==> src/rtl/snake_score_keeper_pkg.sv <==
// Shared types and widths for the snake score keeper and its BCD converter.
package snake_score_keeper_pkg;
  localparam int SCORE_W           = 7;
  localparam int BCD_W             = 4;
  localparam int MAX_SCORE_DEFAULT = 99;

  typedef enum logic [1:0] {
    ST_IDLE,
    ST_CONV,
    ST_DONE
  } conv_state_e;
endpackage

==> src/rtl/snake_bin2bcd_seq.sv <==
// Sequential double-dabble: 7-bit binary to two BCD digits, one shift per cycle.
module snake_bin2bcd_seq
  import snake_score_keeper_pkg::*;
(
  input  logic               clk,
  input  logic               rst_n,
  input  logic               start_i,
  input  logic [SCORE_W-1:0] bin_i,
  output logic               busy_o,
  output logic               done_o,
  output logic [BCD_W-1:0]   tens_o,
  output logic [BCD_W-1:0]   ones_o
);
  localparam int SH_W     = SCORE_W + 2*BCD_W;
  localparam int ONES_LSB = SCORE_W;
  localparam int TENS_LSB = SCORE_W + BCD_W;
  localparam logic [2:0] LAST_IT = 3'(SCORE_W - 1);

  conv_state_e         state_q, state_d;
  logic [SH_W-1:0]     sh_q, sh_d;
  logic [2:0]          cnt_q, cnt_d;
  logic [BCD_W-1:0]    tens_cur, ones_cur, tens_adj, ones_adj;

  assign tens_cur = sh_q[TENS_LSB +: BCD_W];
  assign ones_cur = sh_q[ONES_LSB +: BCD_W];
  assign tens_adj = (tens_cur >= 4'd5) ? tens_cur + 4'd3 : tens_cur;
  assign ones_adj = (ones_cur >= 4'd5) ? ones_cur + 4'd3 : ones_cur;

  always_comb begin
    state_d = state_q;
    sh_d    = sh_q;
    cnt_d   = cnt_q;
    unique case (state_q)
      ST_IDLE: if (start_i) begin
        sh_d    = {{(2*BCD_W){1'b0}}, bin_i};
        cnt_d   = '0;
        state_d = ST_CONV;
      end
      ST_CONV: begin
        sh_d  = {tens_adj, ones_adj, sh_q[SCORE_W-1:0]} << 1;
        cnt_d = cnt_q + 3'd1;
        if (cnt_q == LAST_IT) state_d = ST_DONE;
      end
      ST_DONE: state_d = ST_IDLE;
      default: state_d = ST_IDLE;
    endcase
  end

  always_ff @(posedge clk or negedge rst_n) begin
    if (!rst_n) begin
      state_q <= ST_IDLE;
      sh_q    <= '0;
      cnt_q   <= '0;
    end else begin
      state_q <= state_d;
      sh_q    <= sh_d;
      cnt_q   <= cnt_d;
    end
  end

  assign busy_o = (state_q != ST_IDLE);
  assign done_o = (state_q == ST_DONE);
  assign tens_o = tens_cur;
  assign ones_o = ones_cur;
endmodule

==> src/rtl/snake_score_keeper.sv <==
// Score counter, BCD conversion hand-off and frame-synchronous digit latch.
// Optional high-score tracking is enabled by defining SNAKE_HISCORE_EN.
module snake_score_keeper
  import snake_score_keeper_pkg::*;
#(
  parameter int MAX_SCORE       = MAX_SCORE_DEFAULT,
  parameter int POINTS_PER_FOOD = 1
) (
  input  logic               clk,
  input  logic               rst_n,
  input  logic               eat_pulse_i,
  input  logic               game_over_i,
  input  logic               game_restart_i,
  input  logic               frame_tick_i,
  output logic [SCORE_W-1:0] score_o,
  output logic [BCD_W-1:0]   score_tens_o,
  output logic [BCD_W-1:0]   score_ones_o,
  output logic               score_update_o,
  output logic [SCORE_W-1:0] high_score_o
);
  typedef logic [SCORE_W:0] sum_t;
  localparam sum_t PTS  = sum_t'(POINTS_PER_FOOD);
  localparam sum_t MAXV = sum_t'(MAX_SCORE);

  logic [SCORE_W-1:0] score_q, score_d;
  logic               score_wr;
  sum_t               sum;
  logic               dirty_q, dirty_d, capture;
  logic               cv_busy, cv_done;
  logic [BCD_W-1:0]   cv_tens, cv_ones;
  logic [BCD_W-1:0]   pend_tens_q, pend_ones_q, disp_tens_q, disp_ones_q;
  logic               pend_vld_q, upd_q, present;

  assign sum = {1'b0, score_q} + PTS;

  always_comb begin
    score_d  = score_q;
    score_wr = 1'b0;
    if (game_restart_i) begin
      score_d  = '0;
      score_wr = 1'b1;
    end else if (eat_pulse_i && !game_over_i) begin
      score_d  = (sum > MAXV) ? MAXV[SCORE_W-1:0] : sum[SCORE_W-1:0];
      score_wr = 1'b1;
    end
  end

  // A write in the capture cycle must survive so the newer value gets converted.
  assign capture = dirty_q & ~cv_busy;
  assign dirty_d = score_wr | (dirty_q & ~capture);
  assign present = frame_tick_i & pend_vld_q;

  snake_bin2bcd_seq u_conv (
    .clk     (clk),
    .rst_n   (rst_n),
    .start_i (dirty_q),
    .bin_i   (score_q),
    .busy_o  (cv_busy),
    .done_o  (cv_done),
    .tens_o  (cv_tens),
    .ones_o  (cv_ones)
  );

  always_ff @(posedge clk or negedge rst_n) begin
    if (!rst_n) begin
      score_q     <= '0;
      dirty_q     <= 1'b0;
      pend_tens_q <= '0;
      pend_ones_q <= '0;
      pend_vld_q  <= 1'b0;
      disp_tens_q <= '0;
      disp_ones_q <= '0;
      upd_q       <= 1'b0;
    end else begin
      score_q <= score_d;
      dirty_q <= dirty_d;
      if (cv_done) begin
        pend_tens_q <= cv_tens;
        pend_ones_q <= cv_ones;
      end
      // Tick sees the old valid; a same-cycle result waits for the next tick.
      pend_vld_q <= cv_done | (pend_vld_q & ~frame_tick_i);
      upd_q      <= present;
      if (present) begin
        disp_tens_q <= pend_tens_q;
        disp_ones_q <= pend_ones_q;
      end
    end
  end

  assign score_o        = score_q;
  assign score_tens_o   = disp_tens_q;
  assign score_ones_o   = disp_ones_q;
  assign score_update_o = upd_q;

`ifdef SNAKE_HISCORE_EN
  logic               go_q;
  logic [SCORE_W-1:0] hs_q;

  always_ff @(posedge clk or negedge rst_n) begin
    if (!rst_n) begin
      go_q <= 1'b0;
      hs_q <= '0;
    end else begin
      go_q <= game_over_i;
      if (game_over_i && !go_q && (score_q > hs_q)) hs_q <= score_q;
    end
  end

  assign high_score_o = hs_q;
`else
  assign high_score_o = '0;
`endif
endmodule

==> config.mk <==
export PLATFORM = sky130hd
export DESIGN_NAME = snake_score_keeper
export DESIGN_NICKNAME = d
export VERILOG_FILES = /design/src/rtl/snake_score_keeper_pkg.sv /design/src/rtl/snake_bin2bcd_seq.sv /design/src/rtl/snake_score_keeper.sv
export SDC_FILE = /design/constraint.sdc
export NUM_CORES = 1
export LEC_CHECK = 0
export CAP_MARGIN = 20
export CORE_MARGIN = 2
export CORE_UTILIZATION = 55
export CTS_CLUSTER_DIAMETER = 100
export DETAILED_ROUTE_END_ITERATION = 12
export DONT_BUFFER_PORTS = 1
export PLACE_DENSITY = 0.73
export SYNTH_ARGS = -nofsm -noshare
export SYNTH_HDL_FRONTEND = slang
export SYNTH_SLANG_ARGS = --single-unit
==> constraint.sdc <==
create_clock -name clk -period 1.6 [get_ports clk]
set_input_delay 0.32 -clock clk [delete_from_list [all_inputs] [get_ports clk]]
set_output_delay 0.32 -clock clk [all_outputs]
set_load 0.005 [all_outputs]
==> impl_metrics.ini, run 1 <==
[run_status]
outcome = finished, violations left
violations = negative setup slack

[logic_synthesis]
netlist.top_cell.by_area = sky130_fd_sc_hd__dfrtp_1
yosys_register_bits = 46
synth_simple_gate_area_share_pct = 14.9
synth_area_leaders = sky130_fd_sc_hd__dfrtp_1 (50%), sky130_fd_sc_hd__mux2_2 (5.9%), sky130_fd_sc_hd__o21ai_0 (5.4%), sky130_fd_sc_hd__nand2_1 (4.4%), sky130_fd_sc_hd__ha_1 (4.3%)
synth_top_family_by_area = simple AND/OR/NAND/NOR gates
synth_mux_area_share_pct = 8.48
post_synth_num_cell_types = 46
syn-cell-area_mm2 = 0.00230
ys_dominant_reg_cell = sky130_fd_sc_hd__dfrtp_1
per_instance_average_area_after_synthesis_um2 = 10.1
synth_enable_flop_cells = 0
post_synth_xor_area_fraction_pct = 1.14
synthDominantCellAreaShare_pct = 50.0
synth_sequential_area_ratio_pct = 50.0
async_reset_ff_share_pct = 100
synth-warning-count = 0
synth-compound-area-share_pct = 14.3
synthAdderAreaFrac_pct = 4.35
post_synth_inst_count = 229

[die]
die_y_um = 68.7
design.die.area_mm2 = 0.00472
die_width_um = 68.7
rows = 23
io_pins = 29
core-area_mm2 = 0.00403
initial_utilization_pct = 57.1

[cells_and_area]
area_growth_syn_to_layout_pct = 12.1
fin_cells = 297
drive_above_1_share_pct = 22.7
final_core_util_pct = 64.1
num_antenna_cells = 0
nets = 260

[power]
ir_drop_worst_vdd_uv = 467
overall_power_after_layout_w = 0.00319
power.static_leakage_nw = 1.20
power_density_mw_per_mm2 = 1240

[timing]
timing_max_transition_violations_final = 0
maximum_achievable_frequency_ghz = 0.609
post-route-worst-setup-slack_ps = -42.6
setup_viol_count_final = 3
final.hold.worst_slack_ps = 78.8
final.min_clock_period_ps = 1640
finalHoldViolCount = 0
min_period_over_period_pct = 103
setup_repair_after_global_routing_missed_its_margin = true
clock-skew-final_ps = 8.06

[worst_setup_path]
worst-endpoint-arrival_ps = 1870
cpMaxStageDelayCell = sky130_fd_sc_hd__dfrtp_2
regToRegSetupSlack_ps = -40
reg2reg_from = score_o[1]
critical-path-top-delay-family = compound AO/OA/AOI/OAI gates
critical_path_class = reg2reg
crit_buf_inv = 0
cp-start-kind = flop
worst_path_largest_cell_delay_ps = 390
critical_path_required_ps = 1830
critical_path.endpoint_type = flop
crit-reg2reg-capture = score_o[4]
r2r_cells = 7
worstPathMaxFanout = 5
path_cells = ha_4, and2_1, nand2_1, or3_1, a211oi_1, a21oi_1, o21ai_1

[grt]
grt_antenna_before_repair = 0
grt_pass1_vias = 1572
grt_first_pass_wirelength_um = 7090
overflow = 0
grt_usage_pct = 20.3
largest_net_degree_at_the_start_of_global_routing = 47

[clocking]
insertion_delay_ps = 300
tritoncts = built
cts_inserted_buffers = 5
cts_root_buffer_type = sky130_fd_sc_hd__clkbuf_8
clock_tree.buffer_depth = 2
cts.sink_count = 46
cts.clk_slew.worst_paths_ps = 90
clock_tree.htree_level_count = 2

[routing]
detail-route-antenna-nets = 0
drt-pass1-iter-count = 4
routed_wirelength_um = 4280
post_route_drc = 0
routed_via_density = 5.56
dr.first_iter.drc_count = 127
wl_per_cell_um = 14.4
num_vias = 1650

[place]
weighted_congestion_reported_at_the_end_of_routability_driven_placement = 0.872
pre_cts_ws_ps = -21.1
post-place-cells = 285
detailedPlacementHpwl_um = 2910
place.port_buffers = 0

[job]
cap_viol_max_count = 0

[worst_hold_path]
min_path_type = in2reg
worstHoldEndpoint = score_o[1]
hold_path.startpoint = game_restart_i
hold-path-cell-count = 1
-- routing by layer --
layer | share of wire (%) | GRT usage (%)
met5 | 0 | 0
met4 | 1.4 | 8.33
met3 | 3.6 | 4.55
met2 | 49 | 33.2
met1 | 46 | 26.0
-- cell usage after synthesis, drive strengths merged, types with 2 or more instances --
master and count:
o31ai 2, inv 10, dfrtp 46, o31a 3, nand2 29, nor3 8, nor2b 2, a21oi 9
buf 14, a31oi 2, clkbuf 3, mux2i 6, a22o 2, nand3 9, o21ai 28, and3 2
mux2 12, nor2 10, xnor2 2, nand2b 6, ha 8
-- cell type report --
type / count / area [um2]
clock buffers: 5 / 68.8
clock inverters: 3 / 21.3
fillers: 335 / 1450
inverters: 10 / 37.5
multi-input cells: 162 / 1060
flip-flops and latches: 46 / 1150
well taps: 50 / 62.6
repair buffers: 21 / 180
-- registers in the layout, indices dropped and copies added (netlist names) --
register and flops:
u_conv.state_q 2, score_ones_o 4, pend_tens_q 4, dirty_q 1, u_conv.sh_q 15, pend_vld_q 1, score_update_o 1, score_tens_o 4
pend_ones_q 4, score_o 7, u_conv.cnt_q 3
-- cell usage in the layout (no fill, tap or decap), types with 5 or more instances in the layout --
cell | Yosys | final
sky130_fd_sc_hd__buf_4 | 9 | 19
sky130_fd_sc_hd__nand2_1 | 27 | 26
sky130_fd_sc_hd__clkbuf_8 | 0 | 5
sky130_fd_sc_hd__ha_1 | 8 | 7
sky130_fd_sc_hd__nor3_1 | 8 | 8
sky130_fd_sc_hd__nand2b_1 | 6 | 6
sky130_fd_sc_hd__dfrtp_1 | 46 | 44
sky130_fd_sc_hd__a21oi_1 | 9 | 6
sky130_fd_sc_hd__inv_1 | 9 | 9
sky130_fd_sc_hd__nor2_1 | 10 | 10
sky130_fd_sc_hd__mux2_2 | 12 | 12
sky130_fd_sc_hd__nand3_1 | 9 | 9
sky130_fd_sc_hd__conb_1 | 1 | 7
sky130_fd_sc_hd__o21ai_0 | 25 | 24
sky130_fd_sc_hd__mux2i_1 | 6 | 6
-- cells by family after synthesis --
family / after synthesis
flip-flops: 46
XOR/XNOR: 3
buffers and inverters: 27
AND/OR/NAND/NOR: 72
AO/OA/AOI/OAI: 54
multiplexers: 18
other: 1
adder cells (fa/ha/maj): 8
-- metrics by stage --
step | area, um2 | TNS [ps]
finish | 2580 | -110
global route | 2580 | -451
CTS | 2550 | -71.1
detailed placement | 2410 | -35.0
global placement | 2410 | -33.4
floorplan | 2340 | 0
-- worst max-delay path by stage --
stage,startpoint,endpoint,slack [ps],cells past startpoint
6_report,score_o[1],score_o[4],-40,7
5_1_grt,score_o[1],score_o[4],-140,7
4_1_cts,score_o[1],score_o[4],-30,7
3_5_place_dp,score_o[1],score_o[3],-20,7
3_3_place_gp,score_o[1],score_o[4],-30,7
2_1_floorplan,score_o[1],score_o[3],3,7
-- power by group --
part	switching, W	internal, W
Sequential	0.000225	0.00142
Combinational	0.000455	0.000381
Clock	0.000400	0.000307
Total	0.00108	0.00211
-- timing repair --
item | 4_1_cts | 5_1_grt
endpoints found under the setup margin | 4 | 7
resized for setup | 0 | 7
setup buffers | 1 | 1
pin swaps | 1 | 1
endpoints found under the hold margin | 46 | 0
hold buffers | 2 | 0
No activity file was read; power rests on OpenSTA's default activity.
==> run 2: changes to the inputs <==
--- a/config.mk
+++ b/config.mk
@@ -14,4 +14,5 @@
 export PLACE_DENSITY = 0.73
 export SYNTH_ARGS = -nofsm -noshare
 export SYNTH_HDL_FRONTEND = slang
+export SYNTH_HIERARCHICAL = 1
 export SYNTH_SLANG_ARGS = --single-unit
==> impl_metrics.ini, run 2 <==
[timing]
setup_viol_count_final = 5
maximum_achievable_frequency_ghz = 0.549
final.min_clock_period_ps = 1820
timing_max_transition_violations_final = 0
setup_repair_after_global_routing_missed_its_margin = true
finalHoldViolCount = 0
maxSlewHeadroom_pct = 37.0
worst_slew_pin_slew_ps = 942
min_period_over_period_pct = 114
post-route-worst-setup-slack_ps = -222
final.hold.worst_slack_ps = 86.7
clock-skew-final_ps = 5.46

[worst_hold_path]
min_path_type = in2reg

[grt]
grt_first_pass_wirelength_um = 8190
largest_net_degree_at_the_start_of_global_routing = 47
grt_pass1_vias = 1745
overflow = 0
grt_usage_pct = 20.2
grt_antenna_before_repair = 0

[cells_and_area]
max_flop_register = u_conv/sh_q
largest_register_ffs = 15
num_antenna_cells = 0
layout_commonest_cell = sky130_fd_sc_hd__dfrtp_1
fin_cells = 314
fillerInstances = 344
nets = 276
leading_cell_types_in_the_layout_fill_and_taps_excluded = sky130_fd_sc_hd__dfrtp_1 (43), sky130_fd_sc_hd__buf_4 (27), sky130_fd_sc_hd__nand2_1 (21)
area_growth_syn_to_layout_pct = 14.1
finish.instance_area_mm2 = 0.00288
drive_above_1_share_pct = 29.8

[logic_synthesis]
post_synth_num_cell_types = 49
post_synth_xor_area_fraction_pct = 0.694
synth-warning-count = 6
yosys_register_bits = 46
synth_mux_area_share_pct = 7.98
synthAdderAreaFrac_pct = 3.97
synth_top_family_by_area = compound AO/OA/AOI/OAI gates
syn-cell-area_mm2 = 0.00252
synthDominantCellAreaShare_pct = 45.6
synth_enable_flop_cells = 0
ranking_of_synthesized_cells_by_instance_count = sky130_fd_sc_hd__dfrtp_1 (46), sky130_fd_sc_hd__nand2_1 (22), sky130_fd_sc_hd__mux2_2 (17)
netlist.top_cell.by_area = sky130_fd_sc_hd__dfrtp_1
synth-compound-area-share_pct = 18.6
synth_area_leaders = sky130_fd_sc_hd__dfrtp_1 (46%), sky130_fd_sc_hd__mux2_2 (7.6%), sky130_fd_sc_hd__buf_4 (4.5%), sky130_fd_sc_hd__ha_1 (4.0%), sky130_fd_sc_hd__nand2_1 (3.3%)
synth_sequential_area_ratio_pct = 45.6
ys_dominant_reg_cell = sky130_fd_sc_hd__dfrtp_1
synthMostInstantiatedCell = sky130_fd_sc_hd__dfrtp_1
per_instance_average_area_after_synthesis_um2 = 10.3
async_reset_ff_share_pct = 100
post_synth_inst_count = 245
synth_simple_gate_area_share_pct = 13.8

[worst_setup_path]
critical_path_class = reg2reg
cp-start-kind = flop
crit_buf_inv = 0
worstPathMaxFanout = 5
critical-path-top-delay-family = simple AND/OR/NAND/NOR gates
critical_path.endpoint_type = flop
worst_path_largest_cell_delay_ps = 430
path_cells = ha_4, and4_4, nand4_4, a21oi_4, a211oi_2, nor4_2
critical_path_required_ps = 1780
worst-endpoint-arrival_ps = 2000
cpMaxStageDelayCell = sky130_fd_sc_hd__dfrtp_2

[place]
place_area_mm2 = 0.00264
place.port_buffers = 0
detailedPlacementHpwl_um = 3460
weighted_congestion_reported_at_the_end_of_routability_driven_placement = 0.861
post-place-cells = 299

[clocking]
clock_tree.buffer_depth = 2
cts.clk_slew.worst_paths_ps = 80
tritoncts = built
cts_root_buffer_type = sky130_fd_sc_hd__clkbuf_8
cts_inserted_buffers = 5
insertion_delay_ps = 290
clock_tree.htree_level_count = 2
cts.sink_count = 46

[die]
io_pins = 29
core-area_mm2 = 0.00438
die_y_um = 71.7
rows = 24
design.die.area_mm2 = 0.00515
die_width_um = 71.7
initial_utilization_pct = 57.6

[routing]
num_vias = 1823
wl_per_cell_um = 15.9
dr.first_iter.drc_count = 84
detail-route-antenna-nets = 0
routed_wirelength_um = 4990
post_route_drc = 0
drt-pass1-iter-count = 4
routed_via_density = 5.81

[power]
clock_power_share_pct = 19.7
switchingPower_w = 0.00109
cellInternalPower_w = 0.00215
ir_drop_worst_vdd_uv = 452
sw_frac_of_total_pct = 33.6
power_density_mw_per_mm2 = 1120
seq_power_share_pct = 49.5
power.static_leakage_nw = 1.28
power_frac_comb_pct = 30.7

[run_status]
outcome = finished, violations left
violations = negative setup slack

[job]
cap_viol_max_count = 0
[run 2: metal layers]
layer / up-vias / share of wire (%) / routed length, um / GRT usage (%)
li1: 880 / - / - / -
met1: 879 / 45 / 2240 / 27.4
met2: 54 / 49 / 2470 / 32.3
met3: 10 / 3.8 / 191 / 4.50
met4: 0 / 1.8 / 90 / 6.29
met5: - / 0 / 0 / 0
[run 2: final cells by class]
cell class              count  area (um2)  share of cell area (%)
multi-input cells         164        1270                    44.0
flip-flops and latches     46        1150                    40.1
repair buffers             31         263                    9.12
clock buffers               5        68.8                    2.39
well taps                  52        65.1                    2.26
inverters                  14        52.6                    1.82
clock inverters             2        10.0                   0.348
[run 2: worst reg2reg max path: stages (launching register included)]
cell and delay [ps]:
sky130_fd_sc_hd__dfrtp_2 430, sky130_fd_sc_hd__ha_4 190, sky130_fd_sc_hd__and4_4 290, sky130_fd_sc_hd__nand4_4 130
sky130_fd_sc_hd__a21oi_4 320, sky130_fd_sc_hd__a211oi_2 80, sky130_fd_sc_hd__nor4_2 280
[run 2: final timing paths]
kind	from	to	slack, ps	depth (start not counted)
max	score_o[0]	score_o[2]	-220	6
min	game_restart_i	score_o[6]	90	1
max reg2reg	score_o[0]	score_o[2]	-220	6
min reg2reg	u_conv/sh_q[14]	pend_tens_q[3]	510	1
max in group asynchronous	rst_n	score_o[1]	830	2
min in group asynchronous	rst_n	u_conv/sh_q[1]	560	2
[run 2: logic make-up (layout without fill, tap and decap cells)]
logic type	after synthesis	after routing
xor gates and xnor gates	2	2
and+or+nand+nor	63	63
buffers and inverters	41	52
adders and majority gates	8	8
AOI/OAI and AO/OA	66	66
DFF	46	46
muxes	18	18
other	1	7
[run 2: through the flow]
| step | power (W) | setup TNS, ps | util [%] | setup WS [ps] |
|---|---|---|---|---|
| 2_1_floorplan | 0.00245 | -172 | - | -89.0 |
| 3_3_place_gp | 0.00252 | -201 | 60.1 | -113 |
| 3_5_place_dp | 0.00257 | -473 | 60.1 | -229 |
| 4_1_cts | 0.00327 | -329 | 63.8 | -159 |
| 5_1_grt | 0.00349 | -899 | 65.7 | -323 |
| 6_report | 0.00324 | -470 | 65.7 | -222 |
[run 2: what timing repair did]
item,in CTS,in global routing
setup endpoints to repair,6,5
hold endpoints to repair,46,0
buffers inserted,3,3
pin swaps,6,8
gates resized for setup,6,10
hold buffers,2,0
[run 2: power by group through the flow]
stage	logic [W]	clock network [W]	registers, W
after floorplan	0.000878	0	0.00157
after global placement	0.000908	0	0.00162
after detailed placement	0.000948	0	0.00163
after CTS	0.000993	0.000669	0.00160
after global routing	0.00113	0.000725	0.00163
final	0.000996	0.000639	0.00160
